File: config.mk
export PLATFORM = sky130hd
export DESIGN_NAME = mem_arbiter
export DESIGN_NICKNAME = d
export VERILOG_FILES = /design/src/rtl/pcpu_pkg.sv /design/src/rtl/mem_arb_pick.sv /design/src/rtl/mem_arbiter.sv
export SDC_FILE = /design/constraint.sdc
export NUM_CORES = 1
export LEC_CHECK = 0
export ABC_CLOCK_PERIOD_IN_PS = 3380
export CORE_ASPECT_RATIO = 0.75
export CORE_UTILIZATION = 39
export CTS_CLUSTER_SIZE = 25
export DETAILED_ROUTE_END_ITERATION = 7
export PLACE_DENSITY = 0.86
export SLEW_MARGIN = 20
export SYNTH_ARGS = -nofsm -noshare
export SYNTH_HDL_FRONTEND = slang
export SYNTH_HIERARCHICAL = 1
export SYNTH_SLANG_ARGS = --single-unit
File: constraint.sdc
create_clock -name clock -period 3.38 [get_ports clock]
set_clock_uncertainty 0.2 [all_clocks]
set_input_delay 0.845 -clock clock [delete_from_list [all_inputs] [get_ports clock]]
set_output_delay 0.845 -clock clock [all_outputs]
set_load 0.02 [all_outputs]
File: src/rtl/pcpu_pkg.sv
// rtl/pcpu_pkg.sv - shared width defaults, arbiter FSM state and read-owner encodings
package pcpu_pkg;

    localparam int ADDR_W_DEF = 8;
    localparam int DATA_W_DEF = 16;

    typedef enum logic {
        ST_RUN  = 1'b0,
        ST_HOST = 1'b1
    } state_t;

    typedef enum logic [1:0] {
        OWN_NONE = 2'd0,
        OWN_I    = 2'd1,
        OWN_D    = 2'd2,
        OWN_H    = 2'd3
    } owner_t;

endpackage

File: src/rtl/mem_arb_pick.sv
// rtl/mem_arb_pick.sv - RUN-mode winner between fetch and data ports
module mem_arb_pick (
    input  logic i_req,
    input  logic d_req,
    input  logic last_d,
    output logic pick_i,
    output logic pick_d
);

    // On conflict the port not served last wins; last_d held low gives plain d>i priority.
    assign pick_d = d_req & (~i_req | ~last_d);
    assign pick_i = i_req & ~pick_d;

endmodule

File: src/rtl/mem_arbiter.sv
// rtl/mem_arbiter.sv - single-port memory arbiter for fetch, data and host loader (MEM_ARBITER_RR_EN: i/d round-robin)
module mem_arbiter
    import pcpu_pkg::*;
#(
    parameter int ADDR_W = ADDR_W_DEF,
    parameter int DATA_W = DATA_W_DEF
) (
    input  logic              clock,
    input  logic              reset,
    input  logic              i_req,
    input  logic [ADDR_W-1:0] i_addr,
    output logic              i_gnt,
    output logic              i_rvalid,
    output logic [DATA_W-1:0] i_rdata,
    input  logic              d_req,
    input  logic              d_we,
    input  logic [ADDR_W-1:0] d_addr,
    input  logic [DATA_W-1:0] d_wdata,
    output logic              d_gnt,
    output logic              d_rvalid,
    output logic [DATA_W-1:0] d_rdata,
    input  logic              h_req,
    input  logic              h_we,
    input  logic [ADDR_W-1:0] h_addr,
    input  logic [DATA_W-1:0] h_wdata,
    output logic              h_gnt,
    output logic              h_rvalid,
    output logic [DATA_W-1:0] h_rdata,
    output logic              m_en,
    output logic              m_we,
    output logic [ADDR_W-1:0] m_addr,
    output logic [DATA_W-1:0] m_wdata,
    input  logic [DATA_W-1:0] m_rdata,
    output logic              cpu_stall
);

    state_t            state;
    state_t            state_nx;
    owner_t            owner;
    owner_t            owner_nx;
    logic              last_d;
    logic              pick_i;
    logic              pick_d;
    logic [DATA_W-1:0] i_rdata_q;
    logic [DATA_W-1:0] d_rdata_q;
    logic [DATA_W-1:0] h_rdata_q;

    always_ff @(posedge clock or posedge reset) begin
        if (reset) begin
            state <= ST_RUN;
        end else begin
            state <= state_nx;
        end
    end

    always_comb begin
        state_nx = state;
        case (state)
            ST_RUN:  if (h_req)  state_nx = ST_HOST;
            ST_HOST: if (!h_req) state_nx = ST_RUN;
        endcase
    end

    mem_arb_pick u_pick (
        .i_req  (i_req),
        .d_req  (d_req),
        .last_d (last_d),
        .pick_i (pick_i),
        .pick_d (pick_d)
    );

    // The cycle that raises h_req is still served as RUN; HOST takes effect next edge.
    always_comb begin
        i_gnt    = 1'b0;
        d_gnt    = 1'b0;
        h_gnt    = 1'b0;
        m_en     = 1'b0;
        m_we     = 1'b0;
        m_addr   = '0;
        m_wdata  = '0;
        owner_nx = OWN_NONE;
        if (state == ST_HOST) begin
            if (h_req) begin
                h_gnt   = 1'b1;
                m_en    = 1'b1;
                m_we    = h_we;
                m_addr  = h_addr;
                m_wdata = h_wdata;
                if (!h_we) owner_nx = OWN_H;
            end
        end else if (pick_d) begin
            d_gnt   = 1'b1;
            m_en    = 1'b1;
            m_we    = d_we;
            m_addr  = d_addr;
            m_wdata = d_wdata;
            if (!d_we) owner_nx = OWN_D;
        end else if (pick_i) begin
            i_gnt    = 1'b1;
            m_en     = 1'b1;
            m_addr   = i_addr;
            owner_nx = OWN_I;
        end
    end

    assign cpu_stall = (i_req & ~i_gnt) | (d_req & ~d_gnt) | (state == ST_HOST);

`ifdef MEM_ARBITER_RR_EN
    always_ff @(posedge clock or posedge reset) begin
        if (reset) begin
            last_d <= 1'b0;
        end else if (i_gnt | d_gnt) begin
            last_d <= d_gnt;
        end
    end
`else
    assign last_d = 1'b0;
`endif

    // Owner tags the port whose read returns this cycle; reset drops any read in flight.
    always_ff @(posedge clock or posedge reset) begin
        if (reset) begin
            owner     <= OWN_NONE;
            i_rdata_q <= '0;
            d_rdata_q <= '0;
            h_rdata_q <= '0;
        end else begin
            owner <= owner_nx;
            if (owner == OWN_I) i_rdata_q <= m_rdata;
            if (owner == OWN_D) d_rdata_q <= m_rdata;
            if (owner == OWN_H) h_rdata_q <= m_rdata;
        end
    end

    assign i_rvalid = (owner == OWN_I);
    assign d_rvalid = (owner == OWN_D);
    assign h_rvalid = (owner == OWN_H);
    assign i_rdata  = i_rvalid ? m_rdata : i_rdata_q;
    assign d_rdata  = d_rvalid ? m_rdata : d_rdata_q;
    assign h_rdata  = h_rvalid ? m_rdata : h_rdata_q;

endmodule

# Yosys cells after proc, flatten, opt, wreduce, memory -nomap -nowiden

Index checks and enable logic that the tools add are counted.

Register bits after elaboration: 51
Latch bits: 0
RAM bits: 0
ROM bits: 0
Input port bits: 79
Output and inout bits: 81
Logic and storage cells: 44
Memories: 0

Add/sub/neg operators: 0
Multiply operators: 0
Divide/modulo/power cells: 0
Order comparisons: 0
Eq/ne operators: 3
Shift-type cells: 0
Mux-type cells: 28
Bitwise operators: 8
Reduce and logical (&&, ||, !) cells: 0

Operators with widths:

| cell                                                            | number |
|---|---|
| 16-bit two-way mux                                              | 6 |
| 8-bit two-way mux                                               | 4 |
| 1-bit two-way mux                                               | 13 |
| 2-bit two-way mux                                               | 5 |
| 2-bit == test, second input constant                            | 2 |
| 1-bit bitwise AND                                               | 3 |
| 1-bit inverter                                                  | 3 |
| 2-bit by 1-bit == test with 1-bit output, second input constant | 1 |
| 1-bit OR                                                        | 2 |

# Logic depth before layout (Yosys ltp)

Gate-level depths: netlist of the first run.

Depth in word-level cells: 9
Depth in mapped cells: 5
Gate-level depth less buffers: 4

# Hierarchy

The synthesis of the first run kept the hierarchy.

Modules (own cells, without submodules):

| module       | instances | cells an instance | area an instance (µm²) | sequential area each (µm²) |
|---|---|---|---|---|
| mem_arbiter  | 1         | 161               | 2,402.3                | 1,276.2 |
| mem_arb_pick | 1         | 3                 | 18.8                   | 0.0 |

# Worst setup path after synthesis of the first run

Ideal clock, no wire load.

Kind: input-to-output
Start: input port i_req
End: output port m_addr[0]
Arrival: 1.997 ns
Data required time: 2.335 ns
Path slack: 0.338 ns
Stages on the path: 3
Path buffers: 0
Cells stage by stage: a21boi_1 > nor3b_2 > a221o_1

Word-level cells in the longest chain between the ends: 4

Ends and longest elaborated chain:

| item              | line               | text |
|---|---|---|
| from (decl)       | mem_arbiter.sv:10  | `input logic i_req,` |
| 1-bit bitwise AND | mem_arb_pick.sv:12 | `assign pick_i = i_req & ~pick_d;` |
| 8-bit two-way mux | mem_arbiter.sv:98  | `end else if (pick_i) begin` |
| 8-bit two-way mux | mem_arbiter.sv:91  | `end else if (pick_d) begin` |
| 8-bit two-way mux | mem_arbiter.sv:82  | `if (state == ST_HOST) begin` |
| to (decl)         | mem_arbiter.sv:31  | `output logic [ADDR_W-1:0] m_addr,` |

Every way passes these cells.

# Worst setup path after layout of the first run

Start: input port i_req
End: output port m_addr[4]

Word-level cells in the longest chain between the ends: 4

Ends and longest elaborated chain:

| item              | line               | text |
|---|---|---|
| 1-bit bitwise AND | mem_arb_pick.sv:12 |  |
| via pick_i        | mem_arbiter.sv:42  | `logic pick_i;` |
| 8-bit two-way mux | mem_arbiter.sv:98  |  |
| 8-bit two-way mux | mem_arbiter.sv:91  |  |
| 8-bit two-way mux | mem_arbiter.sv:82  |  |

The timed path passes the listed nets, and every way through them passes these cells.

==> results.md, run 1 <==
Clock network:
- The clock edge transition at the registers on the reported setup and hold paths is ~90 ps.
- Clock tree synthesis inserted a total of 5 buffers.
- The clock sink total is 51.
- The root cell of the clock tree is sky130_fd_sc_hd__clkbuf_8.
- The insertion delay to the later sink of the worst-skew pair is between 200 and 300 ps.
- The clock passes through at most 2 buffers.
- In this run the number of H-tree levels came out at 2.
- TritonCTS built the clock tree.

Yosys:
- The dominant register cell in the synthesized netlist is sky130_fd_sc_hd__dfrtp_1.
- After synthesis, flip-flops and latches occupy 52.7% of the total area.
- The count of yosys warnings during synthesis is 6.
- The synthesized netlist occupies a cell area of about 2400 um2.
- The synthesized area divided by synthesized cell count is between 10 and 15 um2.
- The number of distinct library cells after synthesis is 28.
- The fraction of synthesis flops using an asynchronous set or reset pin is between 90% and 100%.
- In the synthesized netlist, the number of instances is about 160.
- The flop and latch count out of synthesis is just over 50.
- The number of enable-type register cells in the synthesized netlist is 0.

Global routing:
- The first global-routing pass estimated roughly 12000 um of wire.
- The largest net degree at the start of global routing is 28.
- The overall overflow remaining after global route is 0.
- For this run, the total global-route usage over all layers was measured as between 20% and 30%.
- The number of antenna violations at the first check in global routing was 0.
- The via count of the first global-routing pass was 2312.

Worst setup path:
- Of all nets on the critical path, the largest fanout is 5.
- The critical path launch point type is an input pin.
- The startpoint identified for the worst register-to-register timing path is owner[1]$_DFF_PP0_.
- STA classifies the critical path endpoint as an output pin.
- The category of the critical setup timing path is input pin to output pin.
- The worst setup path startpoint is i_req.
- For the worst setup path, the data arrival time is ~2300 ps.
- Data on the critical path is required at its endpoint by 2330 ps.

Worst hold path:
- In this run the most critical hold path is launched from d_rdata_q[5]$_DFF_PP0_.
- The worst hold path belongs to the class flip-flop to flip-flop.

Detailed routing:
- The detail route stage leaves a number of antenna-violating nets equal to 0.
- After detailed routing, the number of vias per cell comes to around 5.
- The total iterations of the first detailed-routing run is 4.
- Dividing the detail-routed wire length by the instance count gives ~19 um.
- The number of DRC markers in iteration 0 is 50.
- In the routed design, unresolved DRC markers number 0.
- Summing over every cut layer, the via total after detailed routing is between 2000 and 2500.
- The total length of routed wires is between 7000 and 8000 um.

Power:
- In this run the static leakage power is ~1.9 nW.
- The peak ir drop on the vdd network is around 250 uV.
- The power density relative to cell area is 506 nW/um2.

Job:
- Max-cap violations in this run came to 0.

Die:
- The floorplan step defined a die boundary enclosing between 6000 and 7000 um2.
- The horizontal die dimension is between 90 and 100 um.
- The area of the core is a little under 6000 um2.
- 160 I/O pins were placed.
- The vertical die dimension is between 70 and 80 um.
- The effective utilization at floorplan is just over 40%.
- After floorplanning, the core was divided into 24 placement rows.

Cells and area:
- Measured on the finished design, the core utilization comes to between 70% and 80%.
- The count of antenna diodes in the layout is 0.
- From synthesis to final layout, the design area changed by 75.7%.
- The library cells used most frequently in the layout, excluding fill and tap cells, are 129 x sky130_fd_sc_hd__clkdlybuf4s50_1, 51 x sky130_fd_sc_hd__dfrtp_1, 30 x sky130_fd_sc_hd__mux2_2.
- After filler insertion, the fill cell instance count of the layout stands at roughly 430.
- The share of final-layout standard cells stronger than drive strength 1 is 34.7%.
- The total number of nets in the final design is about 420.
- The library cell used most frequently in the layout, excluding fill and tap cells, is sky130_fd_sc_hd__clkdlybuf4s50_1.

STA:
- The smallest clock period supported by the final layout is computed as about 3300 ps.
- In the finished design, the share of the clock period the worst path needs comes to a little over nine tenths.
- Timing would allow up to ~300 MHz.
- The final-report max-slew violation count is 0.
- The count of final setup violators is 0.
- The setup TNS is 0 ps.
- Headroom to the max-slew limit came out at between 60 and 70%.
- For the pin with the worst max-slew slack, the measured transition is 534 ps.
- The number of hold violations in the final report is 0.

Place:
- The final weighted congestion of routability-driven global placement is roughly 0.90.
- Port buffering added 159 buffers.
- The post-DP HPWL is 6320 um.

Outcome:
- The flow ran to the end, and the final reports show no timing, DRC or antenna violations.
==> synth_stat cells, types with 3 or more instances <==
| cell | n | area share (%) |
|---|---|---|
| sky130_fd_sc_hd__a22o_2 | 7 | 2.9 |
| sky130_fd_sc_hd__inv_1 | 6 | 0.93 |
| sky130_fd_sc_hd__a221o_1 | 5 | 2.1 |
| sky130_fd_sc_hd__buf_6 | 4 | 1.9 |
| sky130_fd_sc_hd__a22o_1 | 10 | 3.6 |
| sky130_fd_sc_hd__mux2_2 | 30 | 14 |
| sky130_fd_sc_hd__and3_1 | 7 | 1.8 |
| sky130_fd_sc_hd__mux2_4 | 18 | 11 |
| sky130_fd_sc_hd__dfrtp_1 | 51 | 53 |
| sky130_fd_sc_hd__a221o_2 | 4 | 1.9 |
| sky130_fd_sc_hd__nand2b_1 | 3 | 0.78 |
==> state kept, by name, summed over array words and instances, names as in the netlist <==
signal	count
d_rdata_q	16
owner	2
i_rdata_q	16
h_rdata_q	16
state	1
==> layer usage <==
layer  up-vias  wire length (um)  track usage [%]
li1        962                 -                -
met1       998              3030             28.7
met2       108              3940             41.6
met3        16               614             7.41
met4         0               238             8.38
met5         -                 0                0
==> power by group <==
group          internal, mW  switching [mW]  total [mW]
Sequential            0.759          0.0418       0.801
Combinational         0.555           0.471        1.03
Clock                 0.142           0.185       0.327
==> logic make-up (layout without fill, tap and decap cells) <==
family	after synthesis	count (layout)	synth area share [%]
DFF	51	51	52.7
muxes	48	48	25.1
AOI/OAI and AO/OA	31	31	11.9
buffers and inverters	17	192	5.89
and+or+nand+nor	16	16	4.24
other	1	2	0.155
==> path summary, 6_finish.rpt <==
| check | end | slack [ps] | depth (start not counted) |
|---|---|---|---|
| max | m_addr[4] | 40 | 6 |
| min | d_rdata_q[5]$_DFF_PP0_ | 300 | 1 |
| max reg2reg | i_rdata_q[5]$_DFF_PP0_ | 1890 | 3 |
| min reg2reg | d_rdata_q[5]$_DFF_PP0_ | 300 | 1 |
| max in group asynchronous | owner[0]$_DFF_PP0_ | 1630 | 3 |
| min in group asynchronous | d_rdata_q[2]$_DFF_PP0_ | 710 | 2 |
==> metrics by stage <==
stage	setup WS [ps]	area [um2]	cells	power, mW	hold WS (ps)
2_1_floorplan	338	2420	165	1.34	322
3_3_place_gp	-526	4130	408	1.82	274
3_5_place_dp	-573	4130	408	1.85	281
4_1_cts	7.01	4250	417	2.17	301
5_1_grt	-20.7	4250	418	2.26	311
6_report	37.0	4250	418	2.15	299
==> repair_timing <==
action / in CTS / in global routing
hold buffers: 0 / 0
gates resized for setup: 91 / 11
endpoints found under the setup margin: 29 / 9
setup buffers: 3 / 1
==> worst max-delay path, stage by stage <==
cell                              delay [ps]
sky130_fd_sc_hd__clkdlybuf4s50_1         420
sky130_fd_sc_hd__a21boi_2                170
sky130_fd_sc_hd__nor3b_4                 170
sky130_fd_sc_hd__buf_4                   160
sky130_fd_sc_hd__a221o_2                 370
sky130_fd_sc_hd__buf_4                   160
==> layout make-up <==
| class | count | area (um2) | share of cell area (%) |
|---|---|---|---|
| repair buffers | 178 | 1740 | 40.9 |
| clock inverters | 2 | 13.8 | 0.324 |
| flip-flops and latches | 51 | 1280 | 30.0 |
| multi-input cells | 97 | 1030 | 24.2 |
| clock buffers | 5 | 68.8 | 1.62 |
| well taps | 78 | 97.6 | 2.29 |
| inverters | 7 | 26.3 | 0.618 |
Power figures use the tool's default switching activity.
==> run 2: changes to the inputs <==
- CORE_MARGIN: not set -> 4
- SKIP_CTS_REPAIR_TIMING: not set -> 1
==> run 2 against run 1 <==
  * Worst hold slack worse by 2.6 ps
  * Register-to-register slack hardly changed
  * Via count is 2.7% lower
  * Total power hardly changed
  * Sequential share of layout area is 0.28 points lower
  * Combinational power hardly changed
  * Non-clock buffer count is 5 lower
  * Core utilization is 0.31 points higher
  * Fmax is 4.4% higher
  * Flip-flop and latch count stayed put
  * Global-route usage is 5.7 points lower
  * Critical path type unchanged
  * Largest cell class unchanged
  * Largest power group unchanged
==> results.md, run 2 (synthesis results as in run 1) <==
Detailed routing:
- For this block, the initial DRC count from the detailed router was 29.
- Once detail routing completed, the nets flagged for antenna violations numbered 0.
- The total vias in the final route is just over 2000.
- The total length of routed wires is approximately 7400 um.
- In the final routed layout, each cell accounts on average for 18.0 um.
- For this run, design rule violations remaining after detail routing come to 0.
- Dividing the detail-routed via count by the number of cells gives approximately 5.
- The first TritonRoute pass finished after 4 iterations.

STA:
- The worst path in the final design needs a cycle of roughly 3200 ps, including I/O delays and setup.
- The number of hold violations in the final report is 0.
- The final hold slack is 296 ps.
- The final worst-path setup slack is roughly 180 ps.
- The share of the cycle needed by the critical path after routing is a little over nine tenths.
- Setup repair after global routing left no endpoint under its margin.
- The count of final setup violators is 0.
- The final-report max-slew violation count is 0.
- For this run, the top clock speed supported by timing is approximately 310 MHz.

Clock network:
- The TritonCTS clock tree is done.
- The root cell of the clock tree is sky130_fd_sc_hd__clkbuf_8.
- The number of buffers inserted during clock tree synthesis is 5.
- In this run the deepest clock path goes through 2 buffers.
- The clock edge transition at the registers on the reported setup and hold paths is 80 ps.
- The clock sink total is 51.
- The insertion delay to the later sink of the worst-skew pair is 290 ps.
- The clock tree synthesis step divided the H-tree into 2 levels.

Global routing:
- The via count of the first global-routing pass is 2132.
- The overall overflow remaining after global route is 0.
- The number of antenna violations at the first check in global routing came to 0.
- For this run, the total global-route usage over all layers was measured as 18.5%.
- Entering global routing, the biggest net connects 26 pins.
- The first global-routing pass estimated 11000 um of wire.

Place:
- The post-placement cell count is between 400 and 500.
- Routability-driven placement finished with a final weighted congestion of just under 0.8.
- The count of buffers added on input and output ports is roughly 160.
- The post-DP HPWL is about 6000 um.
- The post-placement worst setup slack is -505 ps.

Worst setup path:
- The category of the critical setup timing path is input pin to output pin.
- The critical path launch point type is an input pin.
- The worst setup path endpoint is h_rdata[11].
- The highest fanout seen on the critical path is 3.
- The worst register-to-register path begins at owner[0]$_DFF_PP0_.
- The kind of end point of the critical path is an output pin.
- The reg-to-reg endpoint is h_rdata_q[6]$_DFF_PP0_.
- The worst setup path startpoint is m_rdata[11].
- Walking the worst path, the cells encountered are clkdlybuf4s50_1 -> mux2_2 -> clkdlybuf4s50_1.
- The library cell appearing most often on the critical path is sky130_fd_sc_hd__clkdlybuf4s50_1.
- The worst register-to-register path has a setup slack of about 1900 ps.
- The slowest stage cell on the critical path is sky130_fd_sc_hd__clkdlybuf4s50_1.
- At the worst endpoint, the required time is around 2300 ps.
- Counting cells, the worst reg-to-reg path comes to 2.
- The data arrival time of the worst path is about 2200 ps.
- The largest stage delay on the critical path is 610 ps.

Cells and area:
- In the final layout, the share of cells above drive strength 1 is 26.6%.
- The most common library cell in the layout ignoring fill and taps is sky130_fd_sc_hd__clkdlybuf4s50_1.
- The finished layout holds approximately 410 standard cells, fillers aside.
- At the end of the flow, the number of nets in the layout was 414.
- The library cells used most frequently in the layout, excluding fill and tap cells, are 127 x sky130_fd_sc_hd__clkdlybuf4s50_1, 51 x sky130_fd_sc_hd__dfrtp_1, 31 x sky130_fd_sc_hd__dlymetal6s2s_1.
- The largest registers in the layout are d_rdata_q: 16 flops, h_rdata_q: 16 flops, i_rdata_q: 16 flops.
- The growth of design area from synthesis to finish is 77.3%.
- 0 antenna diodes ended up in the layout.

Worst hold path:
- The worst hold path belongs to the class flip-flop to flip-flop.

Power:
- The static power due to leakage is 2.27 nW.
- Summing internal, switching and leakage power gives about 2.2 mW.
- Dividing total power by cell area gives a power density of around 500 nW/um2.
- Across the VDD grid, the largest voltage drop is around 300 uV.

Die:
- The area of the die is 7550 um2.
- For this configuration, the core starts out at a cell density of approximately two fifths.
- The number of core rows is 24.
- The vertical die dimension is ~76 um.
- The horizontal die dimension is about 99 um.
- The number of I/O pins is 160.
- The area of the core is about 6000 um2.

Outcome:
- The run finished with clean final reports.

Job:
- The tool flagged a number of max-cap violations equal to 0.
-- run 2: worst min path at each step --
stage / depth (start not counted) / endpoint / from
floorplan: 1 / d_rdata_q[10]$_DFF_PP0_ / d_rdata_q[10]$_DFF_PP0_
global placement: 1 / i_rdata_q[13]$_DFF_PP0_ / i_rdata_q[13]$_DFF_PP0_
detailed placement: 1 / d_rdata_q[11]$_DFF_PP0_ / d_rdata_q[11]$_DFF_PP0_
CTS: 1 / d_rdata_q[9]$_DFF_PP0_ / d_rdata_q[9]$_DFF_PP0_
global route: 1 / d_rdata_q[11]$_DFF_PP0_ / d_rdata_q[11]$_DFF_PP0_
finish: 1 / d_rdata_q[9]$_DFF_PP0_ / d_rdata_q[9]$_DFF_PP0_
-- run 2: cell type report --
class / instances / area, um2
Timing Repair Buffer: 173 / 1790
Fill cell: 415 / 1620
Sequential cell: 51 / 1280
Multi-Input combinational cell: 97 / 1020
Tap cell: 78 / 97.6
Clock buffer: 5 / 68.8
Inverter: 7 / 26.3
Clock inverter: 2 / 13.8
-- run 2: critical path, delay by kind of cell --
family	cells	cell delay, ps
buffers and inverters	2	1130
muxes	1	180
-- run 2: where the power goes --
group	leakage (nW)	switching [mW]	internal [mW]
Sequential	0.597	0.0423	0.759
Clock	0.0440	0.188	0.142
Combinational	1.63	0.466	0.557
-- run 2: stage by stage --
stage | area (um2) | utilization [%] | setup TNS, ps
finish | 4290 | 72.6 | 0
global route | 4290 | 72.6 | 0
CTS | 4210 | 71.2 | -11800
detailed placement | 4130 | 69.8 | -11660
global placement | 4130 | 69.8 | -11080
floorplan | 2420 | - | 0
-- run 2: routing by layer --
| layer | share of wire [%] | global-route usage (%) | vias to the layer above |
|---|---|---|---|
| met2 | 52 | 34.4 | 92 |
| met1 | 39 | 20.5 | 983 |
| met4 | 0.94 | 3.68 | 0 |
| met3 | 8.2 | 6.13 | 7 |
| li1 | - | - | 945 |
| met5 | 0 | 0 | - |
==> run 3: changes to the inputs <==
- TNS_END_PERCENT: not set -> 30
==> results of run 3 <==
No change in the layout: final DEF, timing and power equal those of run 2.
